===== src/rtl/hpspbram_rd_arbiter_if.sv =====
// Requester-side bundle of the BRAM read arbiter: request handshake plus
// the tagged response. The arbiter takes the slave view; requesters (or a
// bench) drive the master view.
interface hpspbram_rd_arbiter_if #(
  parameter int NUM_REQ = 2,
  parameter int ADDR_W  = 4,
  parameter int DATA_W  = 678
);
  logic [NUM_REQ-1:0]        req_valid;
  logic [NUM_REQ*ADDR_W-1:0] req_addr;
  logic [NUM_REQ-1:0]        req_ready;
  logic [NUM_REQ-1:0]        rsp_valid;
  logic [DATA_W-1:0]         rsp_data;

  modport master (
    output req_valid, req_addr,
    input  req_ready, rsp_valid, rsp_data
  );

  modport slave (
    input  req_valid, req_addr,
    output req_ready, rsp_valid, rsp_data
  );
endinterface


===== src/rtl/hpspbram_rd_arbiter.sv =====
// Round-robin sharing of the BRAM read port among NUM_REQ requesters.
// A grant drives the BRAM read combinationally in the same cycle; a tag
// pipeline as deep as the BRAM read latency steers the returned data back
// to the requester that issued the read.
module hpspbram_rd_arbiter #(
  parameter int NUM_REQ    = 2,
  parameter int ADDR_W     = 4,
  parameter int DATA_W     = 678,
  parameter int RD_LATENCY = 1
) (
  input  logic                 clka,
  input  logic                 rstb,
  hpspbram_rd_arbiter_if.slave req_if,
  output logic [ADDR_W-1:0]    bram_addrb,
  output logic                 bram_enb,
  output logic                 bram_regceb,
  output logic                 bram_rstb,
  input  logic [DATA_W-1:0]    bram_doutb
);

  localparam int IDX_W = (NUM_REQ > 1) ? $clog2(NUM_REQ) : 1;

  generate
    if (RD_LATENCY != 1 && RD_LATENCY != 2) begin : g_bad_latency
      $error("hpspbram_rd_arbiter: RD_LATENCY must be 1 or 2, got %0d", RD_LATENCY);
    end
    if (NUM_REQ < 2 || NUM_REQ > 8) begin : g_bad_num_req
      $error("hpspbram_rd_arbiter: NUM_REQ must be 2..8, got %0d", NUM_REQ);
    end
  endgenerate

  logic [IDX_W-1:0]      last_q, last_d;
  logic [ADDR_W-1:0]     addr_q, addr_d;
  logic                  gnt_any;
  logic [IDX_W-1:0]      gnt_id;
  logic [IDX_W-1:0]      cand;
  logic [ADDR_W-1:0]     gnt_addr;
  logic [RD_LATENCY-1:0] tag_vld_q, tag_vld_d;
  logic [IDX_W-1:0]      tag_id_q [RD_LATENCY];
  logic [IDX_W-1:0]      tag_id_d [RD_LATENCY];

  // Search from last+1 with wrap; first valid requester wins. Reset blocks all grants.
  always_comb begin
    gnt_any = 1'b0;
    gnt_id  = last_q;
    cand    = '0;
    for (int k = 1; k <= NUM_REQ; k++) begin
      cand = IDX_W'((int'(last_q) + k) % NUM_REQ);
      if (!gnt_any && !rstb && req_if.req_valid[cand]) begin
        gnt_any = 1'b1;
        gnt_id  = cand;
      end
    end
  end

  // Grant vector, BRAM read issue and next-state of pointer / address shadow.
  always_comb begin
    gnt_addr         = req_if.req_addr[gnt_id*ADDR_W +: ADDR_W];
    req_if.req_ready = gnt_any ? (NUM_REQ'(1) << gnt_id) : '0;
    bram_enb         = gnt_any;
    addr_d           = gnt_any ? gnt_addr : addr_q;
    last_d           = gnt_any ? gnt_id : last_q;
    bram_addrb       = rstb ? '0 : addr_d;
  end

  // Tag pipeline shift: stage 0 takes this cycle's grant.
  always_comb begin
    tag_vld_d[0] = gnt_any;
    tag_id_d[0]  = gnt_id;
    for (int s = 1; s < RD_LATENCY; s++) begin
      tag_vld_d[s] = tag_vld_q[s-1];
      tag_id_d[s]  = tag_id_q[s-1];
    end
  end

  // Control state: pointer, address shadow, tag valids (reset drops in-flight reads).
  always_ff @(posedge clka) begin
    if (rstb) begin
      last_q    <= IDX_W'(NUM_REQ - 1);
      addr_q    <= '0;
      tag_vld_q <= '0;
    end else begin
      last_q    <= last_d;
      addr_q    <= addr_d;
      tag_vld_q <= tag_vld_d;
    end
  end

  // Tag ids only matter alongside their valid bit, so they need no reset.
  always_ff @(posedge clka) begin
    tag_id_q <= tag_id_d;
  end

  // Response steering and BRAM output-register controls.
  always_comb begin
    req_if.rsp_valid = '0;
    if (!rstb && tag_vld_q[RD_LATENCY-1]) begin
      req_if.rsp_valid = NUM_REQ'(1) << tag_id_q[RD_LATENCY-1];
    end
    bram_regceb = (RD_LATENCY == 2) ? (tag_vld_q[0] && !rstb) : 1'b0;
  end

  assign req_if.rsp_data = bram_doutb;
  assign bram_rstb       = rstb;

endmodule


===== src/flat_wrapper.sv =====
// flat-port wrapper written by rule: the top's interface ports become plain ports
module hpspbram_rd_arbiter_flat 
#(
  parameter int NUM_REQ    = 2,
  parameter int ADDR_W     = 4,
  parameter int DATA_W     = 678,
  parameter int RD_LATENCY = 1
)
  (clka, rstb, bram_addrb, bram_enb, bram_regceb, bram_rstb, bram_doutb, req_if_req_valid, req_if_req_addr, req_if_req_ready, req_if_rsp_valid, req_if_rsp_data);
  hpspbram_rd_arbiter_if #(.NUM_REQ(NUM_REQ), .ADDR_W(ADDR_W), .DATA_W(DATA_W)) req_if_i ();
  input  logic clka;
  input  logic rstb;
  output logic [ADDR_W-1:0] bram_addrb;
  output logic bram_enb;
  output logic bram_regceb;
  output logic bram_rstb;
  input  logic [DATA_W-1:0] bram_doutb;
  input wire logic [$bits(req_if_i.req_valid)-1:0] req_if_req_valid;
  input wire logic [$bits(req_if_i.req_addr)-1:0] req_if_req_addr;
  output wire logic [$bits(req_if_i.req_ready)-1:0] req_if_req_ready;
  output wire logic [$bits(req_if_i.rsp_valid)-1:0] req_if_rsp_valid;
  output wire logic [$bits(req_if_i.rsp_data)-1:0] req_if_rsp_data;
  assign req_if_i.req_valid = req_if_req_valid;
  assign req_if_i.req_addr = req_if_req_addr;
  assign req_if_req_ready = req_if_i.req_ready;
  assign req_if_rsp_valid = req_if_i.rsp_valid;
  assign req_if_rsp_data = req_if_i.rsp_data;
  hpspbram_rd_arbiter #(.NUM_REQ(NUM_REQ), .ADDR_W(ADDR_W), .DATA_W(DATA_W), .RD_LATENCY(RD_LATENCY)) u_core (.clka(clka), .rstb(rstb), .req_if(req_if_i), .bram_addrb(bram_addrb), .bram_enb(bram_enb), .bram_regceb(bram_regceb), .bram_rstb(bram_rstb), .bram_doutb(bram_doutb));
endmodule

===== config.mk =====
export PLATFORM = sky130hd
export DESIGN_NAME = hpspbram_rd_arbiter_flat
export DESIGN_NICKNAME = d
export VERILOG_FILES = /design/src/rtl/hpspbram_rd_arbiter_if.sv /design/src/rtl/hpspbram_rd_arbiter.sv /design/src/flat_wrapper.sv
export SDC_FILE = /design/constraint.sdc
export NUM_CORES = 1
export LEC_CHECK = 0
export CORE_AREA = 4 4 542 544
export DETAILED_ROUTE_END_ITERATION = 10
export DIE_AREA = 0 0 546 548
export HOLD_SLACK_MARGIN = 0.1
export PLACE_DENSITY = 0.3
export SYNTH_ARGS = -nofsm -noshare
export SYNTH_HDL_FRONTEND = slang
export SYNTH_SLANG_ARGS = --single-unit

===== constraint.sdc =====
create_clock -name clka -period 2.5 [get_ports clka]
set_clock_uncertainty 0.05 [all_clocks]
set_input_delay 0.25 -clock clka [delete_from_list [all_inputs] [get_ports clka]]
set_output_delay 0.25 -clock clka [all_outputs]
set_load 0.03 [all_outputs]

Word level (Yosys, flattened, before mapping)
Cells that the tools add are included.
Storage, ports and cells
  bits in registers: 7
  input bits: 690
  output and inout port bits: 689
Cells by class
  $add $sub $neg: 2
  magnitude comparators: 2
  shift operators: 3
  muxes and demuxes: 12
  reductions and logical operators: 6
Operators by type and width (number)
  $mux 1: 8
  $mux 4: 2
  $shiftx 8x4->4: 1
  $logic_and 1x1->1: 4
  $lt 1x2->1 const B: 2
  $mux 2: 2
  $shl 1x1->2 const A: 2
  $add 1x1->1 const B: 2
  $logic_not 1->1: 2

Longest topological paths before layout
Gate-level depths: netlist of run 1.
  depth after elaboration: 12
  mapped depth: 4
  gate-level depth less buffers: 3

Worst setup path before layout of run 1
OpenSTA, ideal clock, no wires.
  kind: reg-to-output
  start point: register u_core.last_q
  end point: output port bram_addrb[2]
  data arrival time: 1.649 ns
  path slack: 0.551 ns
  stages on the path, launching flop included: 4
  path buffers: 0
  cell sequence: dfxtp_1 -> nand2b_1 -> and3b_1 -> nor4_1
Between the ends
  word-level cells in the longest chain between the ends: 12
  elaborated cells on any way between the ends: 17
  classes of those cells: add/sub (2); shift (1); mux (10); reduce/logical (4)
RTL lines
  from (decl): RTL line hpspbram_rd_arbiter.sv:32  | logic [IDX_W-1:0] last_q, last_d;
  from (signal assigned): RTL line hpspbram_rd_arbiter.sv:79  | last_q <= IDX_W'(NUM_REQ - 1);
  from (signal assigned): RTL line hpspbram_rd_arbiter.sv:83  | last_q <= last_d;
  $add 1x1->1: RTL line hpspbram_rd_arbiter.sv:48  | cand = IDX_W'((int'(last_q) + k) % NUM_REQ);
  $mux 1 (not written as such) (2 in a row): RTL line hpspbram_rd_arbiter.sv:49  | if (!gnt_any && !rstb && req_if.req_valid[cand]) begin
  $logic_and 1x1->1: RTL line hpspbram_rd_arbiter.sv:49
  $mux 1: RTL line hpspbram_rd_arbiter.sv:49
  $logic_not 1->1: RTL line hpspbram_rd_arbiter.sv:49
  $logic_and 1x1->1 (2 in a row): RTL line hpspbram_rd_arbiter.sv:49
  $mux 1: RTL line hpspbram_rd_arbiter.sv:49
  $shiftx 8x4->4: RTL line hpspbram_rd_arbiter.sv:58  | gnt_addr = req_if.req_addr[gnt_id*ADDR_W +: ADDR_W];
  $mux 4 (*): RTL line hpspbram_rd_arbiter.sv:61  | addr_d = gnt_any ? gnt_addr : addr_q;
  $mux 4 (*): RTL line hpspbram_rd_arbiter.sv:63  | bram_addrb = rstb ? '0 : addr_d;
  to (decl): RTL line flat_wrapper.sv:13  | output logic [ADDR_W-1:0] bram_addrb;
Mark *: on every way between the ends. The rest lies on a longest branch, timed or not. The select of a mux whose other input is x is not followed.

Final worst setup path of run 1
  start point: input port req_if_req_valid[1]
  end point: output port req_if_req_ready[0]
Between the ends
  word-level cells in the longest chain between the ends: 10
  elaborated cells on any way between the ends: 14
  classes of those cells: shift (1); mux (9); reduce/logical (4)
RTL lines
  from (decl): RTL line flat_wrapper.sv:18  | input wire logic [$bits(req_if_i.req_valid)-1:0] req_if_req_valid;
  $mux 1 (not written as such) (2 in a row): RTL line hpspbram_rd_arbiter.sv:49
  $logic_and 1x1->1: RTL line hpspbram_rd_arbiter.sv:49
  $mux 1: RTL line hpspbram_rd_arbiter.sv:49
  $logic_not 1->1: RTL line hpspbram_rd_arbiter.sv:49
  $logic_and 1x1->1 (2 in a row): RTL line hpspbram_rd_arbiter.sv:49
  $mux 1: RTL line hpspbram_rd_arbiter.sv:49
  $shl 1x1->2: RTL line hpspbram_rd_arbiter.sv:59  | req_if.req_ready = gnt_any ? (NUM_REQ'(1) << gnt_id) : '0;
  $mux 2 (*): RTL line hpspbram_rd_arbiter.sv:59
  to (decl): RTL line flat_wrapper.sv:20  | output wire logic [$bits(req_if_i.req_ready)-1:0] req_if_req_ready;
Marked as above.

==> run_summary.xml, run 1 <==
<?xml version="1.0" encoding="UTF-8"?>
<metrics>
  <group name="route">
    <metric name="detail_route.drc_violations" unit="">0</metric>
    <metric name="avgRoutedWirePerCell" unit="um">57.61</metric>
    <metric name="detail_route.vias_per_cell" unit="">0.6249</metric>
    <metric name="wirelength" unit="mm">223.0</metric>
    <metric name="detailedRoute.firstIterationViolations" unit="">148</metric>
    <metric name="firstDrtPassIters" unit="">4</metric>
    <metric name="via_count" unit="">2419</metric>
    <metric name="drt.antenna.violating_nets" unit="">0</metric>
  </group>
  <group name="clocking">
    <metric name="clock_sinks" unit="">7</metric>
    <metric name="htree_levels" unit="">1</metric>
    <metric name="cts_hold_buffers" unit="">0</metric>
    <metric name="insertion_delay" unit="ns">0.25</metric>
    <metric name="tritoncts_clock_tree" unit="">done</metric>
    <metric name="max-clock-path-buffers" unit="">2</metric>
    <metric name="postCtsResizedCells" unit="">0</metric>
    <metric name="post_cts_buffers" unit="">0</metric>
    <metric name="cts_buffers" unit="">3</metric>
    <metric name="cts.root.buffer_cell" unit="">clkbuf_16</metric>
  </group>
  <group name="worst_setup_path">
    <metric name="cp_data_arrival_time" unit="ns">1.78</metric>
    <metric name="type_of_element_launching_the_critical_path" unit="">input pin</metric>
    <metric name="crit-reg2reg-capture" unit="">u_core.addr_q[2]</metric>
    <metric name="worst-path-max-fanout" unit="">4</metric>
    <metric name="worst_setup_end_kind" unit="">output port</metric>
    <metric name="ff2ff_setup_slack" unit="ns">1.21</metric>
    <metric name="required" unit="ns">2.20</metric>
    <metric name="crit_type" unit="">in -&gt; out</metric>
    <metric name="ff2ff_path_depth" unit="">4</metric>
    <metric name="worst_r2r_startpoint" unit="">u_core.last_q</metric>
  </group>
  <group name="cells_and_area">
    <metric name="fin_util" unit="%">1.912</metric>
    <metric name="layout_cell_share_with_drive_strength_beyond_1" unit="%">27.94</metric>
    <metric name="post_layout_nonfiller_instances" unit="">3871</metric>
    <metric name="finish.net_count" unit="">759</metric>
    <metric name="synthToLayoutAreaGrowth" unit="%">1.004</metric>
    <metric name="most-common-layout-cells" unit="">clkdlybuf4s50_1, buf_12, nor2_1</metric>
    <metric name="mostFrequentLayoutCell" unit="">clkdlybuf4s50_1</metric>
  </group>
  <group name="synthesis">
    <metric name="synthDistinctLibCells" unit="">20</metric>
    <metric name="ys_warn_count" unit="">0</metric>
    <metric name="post_synth_instance_area" unit="um2">5483</metric>
    <metric name="syn-num-nets" unit="">1411</metric>
    <metric name="post_synth.cell_area_avg" unit="um2">7.604</metric>
    <metric name="synth_cells" unit="">721</metric>
    <metric name="synth_seq_cells" unit="">7</metric>
    <metric name="synth-seq-area-share" unit="%">2.556</metric>
  </group>
  <group name="hold_path">
    <metric name="min_to" unit="">req_if_rsp_data[163]</metric>
    <metric name="hold_path.class" unit="">in -&gt; out</metric>
    <metric name="min_path_cells" unit="">0</metric>
    <metric name="hold_path.startpoint" unit="">bram_doutb[163]</metric>
  </group>
  <group name="die">
    <metric name="floorplan.initialDensity" unit="%">1.893</metric>
    <metric name="die_area" unit="um2">299200</metric>
    <metric name="core_area" unit="um2">289600</metric>
    <metric name="rows" unit="">198</metric>
    <metric name="num_io_pins" unit="">1379</metric>
    <metric name="die_height" unit="um">548</metric>
    <metric name="die_width" unit="um">546</metric>
  </group>
  <group name="placed_design">
    <metric name="io_buffer_count" unit="">21</metric>
    <metric name="dp_worst_setup_slack" unit="ns">0.4132</metric>
    <metric name="hpwl" unit="mm">221.2</metric>
    <metric name="gp_congestion" unit="">0.8042</metric>
    <metric name="placed_instances" unit="">3864</metric>
  </group>
  <group name="sta">
    <metric name="finalSetupViolations" unit="">0</metric>
    <metric name="hold_viol" unit="">0</metric>
    <metric name="hold_slack" unit="ns">0.4500</metric>
    <metric name="timing.final.crit_share" unit="%">83.13</metric>
    <metric name="worst_slack" unit="ns">0.4218</metric>
    <metric name="grt_setup_unrepaired" unit="">no</metric>
    <metric name="final_max_slew_viol_count" unit="">0</metric>
    <metric name="max_freq" unit="GHz">0.4812</metric>
    <metric name="worstMarginPinSlew" unit="ns">0.5229</metric>
    <metric name="setup-tns-final" unit="ns">0</metric>
    <metric name="fin_crit" unit="ns">2.078</metric>
    <metric name="slew-limit-headroom" unit="%">65.09</metric>
  </group>
  <group name="pwr">
    <metric name="leakagePower" unit="nW">0.3367</metric>
    <metric name="power_per_cell_area" unit="nW/um2">111.9</metric>
    <metric name="vdd_drop_max" unit="mV">0.2236</metric>
  </group>
  <group name="outcome">
    <metric name="outcome" unit="">complete, no violations</metric>
  </group>
  <group name="grt">
    <metric name="via_count_of_the_first_global_routing_pass" unit="">2074</metric>
    <metric name="grt_util_all_layers" unit="%">14.24</metric>
    <metric name="global_route.overflow_total" unit="">0</metric>
    <metric name="grt_start_max_net_pins" unit="">14</metric>
    <metric name="grt_first_pass_wirelength" unit="mm">231.3</metric>
    <metric name="grt_antenna_before_repair" unit="">2</metric>
  </group>
  <group name="flow_run">
    <metric name="drv_cap" unit="">0</metric>
  </group>
</metrics>
-- metal layers --
metal	wire length [um]	vias up	GRT usage (%)
li1	-	198	-
met1	2404	357	0.4042
met2	88990	1695	20.17
met3	125300	161	37.82
met4	5736	8	3.229
met5	606	-	1.377
-- area by class of cell --
class,count,area [um2]
clock inverter,1,5.005
sequential,7,140.1
fill,34570,284100
tap,3800,4755
multi-input combinational,31,217.7
clock buffer,3,75.07
antenna,3,7.507
timing repair buffer,26,337.8
-- state kept, by name (all words and copies together), names as in the netlist --
| signal | cells |
|---|---|
| u_core.addr_q | 4 |
| u_core.tag_id_q | 1 |
| u_core.last_q | 1 |
| u_core.tag_vld_q | 1 |
-- critical path: stages --
cell and delay [ns]:
clkdlybuf4s50_1 0.46, nand2b_1 0.15, nand2_1 0.14, nor2_1 0.10, clkdlybuf4s50_1 0.68
-- cells in the mapped netlist --
| master | count | share of area [%] |
|---|---|---|
| nand2_1 | 2 | 0.14 |
| o22a_1 | 1 | 0.16 |
| nor3b_1 | 4 | 0.55 |
| nor2_1 | 8 | 0.55 |
| nor4_1 | 1 | 0.11 |
| o221a_1 | 3 | 0.62 |
| a211oi_1 | 1 | 0.14 |
| nand2b_1 | 1 | 0.11 |
| buf_4 | 680 | 93 |
| clkbuf_2 | 1 | 0.091 |
| clkbuf_1 | 1 | 0.068 |
| or2_1 | 1 | 0.11 |
| nor2b_4 | 1 | 0.25 |
| dfxtp_1 | 7 | 2.6 |
| and2_1 | 1 | 0.11 |
| and3b_1 | 2 | 0.32 |
| buf_6 | 1 | 0.21 |
| conb_1 | 1 | 0.068 |
| nor2b_1 | 1 | 0.11 |
| mux2_1 | 3 | 0.62 |
-- metrics by stage --
step	total power [W]	area (um2)
final	0.0006197	5538
after floorplan	0.002213	5483
after global routing	0.0006545	5530
after detailed placement	0.0003054	5450
after global placement	0.0003067	5450
after CTS	0.0006663	5530
-- power by group --
group          internal [W]  total, W  switching, W
sequential         0.000121  0.000132     0.0000109
combinational     0.0000730  0.000162     0.0000892
clock              0.000214  0.000326      0.000112
total              0.000408  0.000620      0.000212
-- worst max-delay path by stage --
stage	to	slack, ns	from
5_1_grt	req_if_req_ready[0]	0.30	u_core.last_q
6_report	req_if_req_ready[0]	0.42	req_if_req_valid[1]
3_3_place_gp	bram_addrb[2]	0.40	req_if_req_valid[1]
2_1_floorplan	bram_addrb[2]	0.55	u_core.last_q
3_5_place_dp	req_if_req_ready[0]	0.41	req_if_req_valid[1]
4_1_cts	req_if_req_ready[0]	0.40	u_core.last_q
-- logic make-up (layout without fill, tap and decap cells) --
| group | Yosys count | after routing | share of synthesized area (%) |
|---|---|---|---|
| AO/OA/AOI/OAI | 5 | 5 | 0.9129 |
| buffers and inverters | 683 | 30 | 93.47 |
| flip-flops | 7 | 7 | 2.556 |
| multiplexers | 3 | 3 | 0.6161 |
| other | 1 | 4 | 0.06840 |
| AND/OR/NAND/NOR | 22 | 22 | 2.374 |
Note: power is estimated with default switching activity, not from simulation.
==> inputs of run 2 (changes only) <==
==> constraint.sdc (replaced) <==
create_clock -name clka -period 2.17 [get_ports clka]
set_clock_uncertainty 0.05 [all_clocks]
set_input_delay 0.217 -clock clka [delete_from_list [all_inputs] [get_ports clka]]
set_output_delay 0.217 -clock clka [all_outputs]
set_load 0.03 [all_outputs]
==> run 2 against run 1 <==
  * Critical path type unchanged
  * Power rose by 11%
  * Largest cell class unchanged
  * Worst hold slack got worse by 0.066 ns
  * Non-clock buffer count fell by 1
==> run_summary.xml, run 2 (synthesis gave the netlist of run 1 again) <==
<?xml version="1.0" encoding="UTF-8"?>
<metrics>
  <group name="die">
    <metric name="die_height" unit="um">548</metric>
    <metric name="die_width" unit="um">546</metric>
    <metric name="die_area" unit="um2">299200</metric>
    <metric name="rows" unit="">198</metric>
    <metric name="core_area" unit="um2">289600</metric>
    <metric name="floorplan.initialDensity" unit="%">1.893</metric>
    <metric name="num_io_pins" unit="">1379</metric>
  </group>
  <group name="sta">
    <metric name="grt_setup_unrepaired" unit="">no</metric>
    <metric name="setup-tns-final" unit="ns">0</metric>
    <metric name="final_max_slew_viol_count" unit="">0</metric>
    <metric name="finalSetupViolations" unit="">0</metric>
    <metric name="worst_slack" unit="ns">0.09120</metric>
    <metric name="hold_viol" unit="">0</metric>
    <metric name="hold_slack" unit="ns">0.3840</metric>
    <metric name="fin_crit" unit="ns">2.079</metric>
    <metric name="max_freq" unit="GHz">0.4810</metric>
    <metric name="timing.final.crit_share" unit="%">95.80</metric>
  </group>
  <group name="cells_and_area">
    <metric name="mostFrequentLayoutCell" unit="">clkdlybuf4s50_1</metric>
    <metric name="regMostFlops" unit="">u_core.addr_q</metric>
    <metric name="post_layout_nonfiller_instances" unit="">3867</metric>
    <metric name="n_fill_cell" unit="">34550</metric>
    <metric name="synthToLayoutAreaGrowth" unit="%">0.6845</metric>
    <metric name="most-common-layout-cells" unit="">clkdlybuf4s50_1, buf_12, nor2_1</metric>
    <metric name="finish.net_count" unit="">758</metric>
    <metric name="largest_reg_flops" unit="">4</metric>
    <metric name="layout_cell_share_with_drive_strength_beyond_1" unit="%">28.36</metric>
    <metric name="antenna_cells" unit="">0</metric>
    <metric name="final_area" unit="um2">5520</metric>
  </group>
  <group name="worst_setup_path">
    <metric name="crit_type" unit="">in -&gt; out</metric>
    <metric name="crit-reg2reg-capture" unit="">u_core.addr_q[2]</metric>
    <metric name="cp_data_arrival_time" unit="ns">1.81</metric>
    <metric name="ff2ff_path_depth" unit="">4</metric>
    <metric name="type_of_element_launching_the_critical_path" unit="">input pin</metric>
    <metric name="ff2ff_setup_slack" unit="ns">0.87</metric>
    <metric name="worst-path-max-fanout" unit="">7</metric>
    <metric name="worst_setup_end_kind" unit="">output port</metric>
    <metric name="required" unit="ns">1.90</metric>
    <metric name="worst_r2r_startpoint" unit="">u_core.last_q</metric>
  </group>
  <group name="hold_path">
    <metric name="hold_path.class" unit="">in -&gt; out</metric>
    <metric name="min_path_cells" unit="">0</metric>
    <metric name="hold_path.startpoint" unit="">bram_doutb[163]</metric>
    <metric name="min_to" unit="">req_if_rsp_data[163]</metric>
  </group>
  <group name="pwr">
    <metric name="vdd_drop_max" unit="mV">0.1449</metric>
    <metric name="power_per_cell_area" unit="nW/um2">124.2</metric>
    <metric name="leakagePower" unit="nW">0.3331</metric>
  </group>
  <group name="grt">
    <metric name="grt_start_max_net_pins" unit="">14</metric>
    <metric name="global_route.overflow_total" unit="">0</metric>
    <metric name="grt_first_pass_wirelength" unit="mm">230.7</metric>
    <metric name="grt_util_all_layers" unit="%">14.23</metric>
    <metric name="grt_antenna_before_repair" unit="">3</metric>
    <metric name="via_count_of_the_first_global_routing_pass" unit="">2056</metric>
  </group>
  <group name="flow_run">
    <metric name="drv_cap" unit="">0</metric>
  </group>
  <group name="route">
    <metric name="firstDrtPassIters" unit="">4</metric>
    <metric name="detail_route.vias_per_cell" unit="">0.6080</metric>
    <metric name="detail_route.drc_violations" unit="">0</metric>
    <metric name="wirelength" unit="mm">222.9</metric>
    <metric name="via_count" unit="">2351</metric>
    <metric name="avgRoutedWirePerCell" unit="um">57.64</metric>
    <metric name="drt.antenna.violating_nets" unit="">0</metric>
    <metric name="detailedRoute.firstIterationViolations" unit="">176</metric>
  </group>
  <group name="clocking">
    <metric name="insertion_delay" unit="ns">0.24</metric>
    <metric name="postCtsResizedCells" unit="">0</metric>
    <metric name="cts_buffers" unit="">3</metric>
    <metric name="cts.root.buffer_cell" unit="">clkbuf_16</metric>
    <metric name="clock_sinks" unit="">7</metric>
    <metric name="post_cts_buffers" unit="">0</metric>
    <metric name="htree_levels" unit="">1</metric>
    <metric name="max-clock-path-buffers" unit="">2</metric>
    <metric name="tritoncts_clock_tree" unit="">done</metric>
    <metric name="cts_hold_buffers" unit="">0</metric>
  </group>
  <group name="placed_design">
    <metric name="placed_instances" unit="">3863</metric>
    <metric name="io_buffer_count" unit="">21</metric>
    <metric name="dp_worst_setup_slack" unit="ns">0.08774</metric>
    <metric name="place_area" unit="um2">5440</metric>
    <metric name="gp_congestion" unit="">0.8043</metric>
    <metric name="hpwl" unit="mm">221.3</metric>
  </group>
  <group name="outcome">
    <metric name="outcome" unit="">complete, no violations</metric>
  </group>
</metrics>
==> run 2: cell count changes in the layout (fill, tap and decap cells not counted) <==
cell,previous run,this run
diode_2,3,0
clkdlybuf4s50_1,12,11
==> run 2: worst max path at each step <==
stage	from	end	slack, ns	cells past startpoint
floorplan	u_core.last_q	u_core.addr_q[2]	0.24	3
global route	req_if_req_valid[1]	bram_addrb[2]	0.007	6
detailed placement	req_if_req_valid[1]	bram_addrb[2]	0.09	6
finish	req_if_req_valid[1]	bram_addrb[2]	0.09	6
global placement	req_if_req_valid[1]	bram_addrb[2]	0.05	6
CTS	req_if_req_valid[1]	bram_addrb[2]	0.07	6
==> run 2: stage by stage <==
stage / total power [W] / utilization, %
2_1_floorplan: 0.002550 / -
3_3_place_gp: 0.0003546 / 1.878
4_1_cts: 0.0007085 / 1.906
3_5_place_dp: 0.0003533 / 1.878
6_report: 0.0006856 / 1.906
5_1_grt: 0.0007090 / 1.906
==> run 2: critical path: stages <==
cell and delay, ns:
clkdlybuf4s50_1 0.62, nand2b_1 0.14, and3b_1 0.18, nor4_1 0.26, buf_4 0.19, buf_12 0.15
==> run 2: final cells by class <==
| cell class | count | area [um2] | share of cell area, % |
|---|---|---|---|
| Sequential cell | 7 | 140.1 | 2.539 |
| Clock inverter | 1 | 5.005 | 0.09066 |
| Multi-Input combinational cell | 31 | 217.7 | 3.944 |
| Clock buffer | 3 | 75.07 | 1.360 |
| Tap cell | 3800 | 4755 | 86.13 |
| Timing Repair Buffer | 25 | 327.8 | 5.938 |
==> run 2: report_power, final <==
part | switching (W) | internal [W]
Combinational | 0.000106 | 0.0000826
Clock | 0.0000992 | 0.000244
Sequential | 0.0000136 | 0.000140
==> run 2: metal layers <==
layer | global-route usage (%) | wire, um | vias up
met4 | 2.930 | 5350 | 10
met2 | 20.24 | 89270 | 1597
met5 | 1.456 | 639 | -
li1 | - | - | 195
met1 | 0.5806 | 3367 | 395
met3 | 37.53 | 124300 | 154
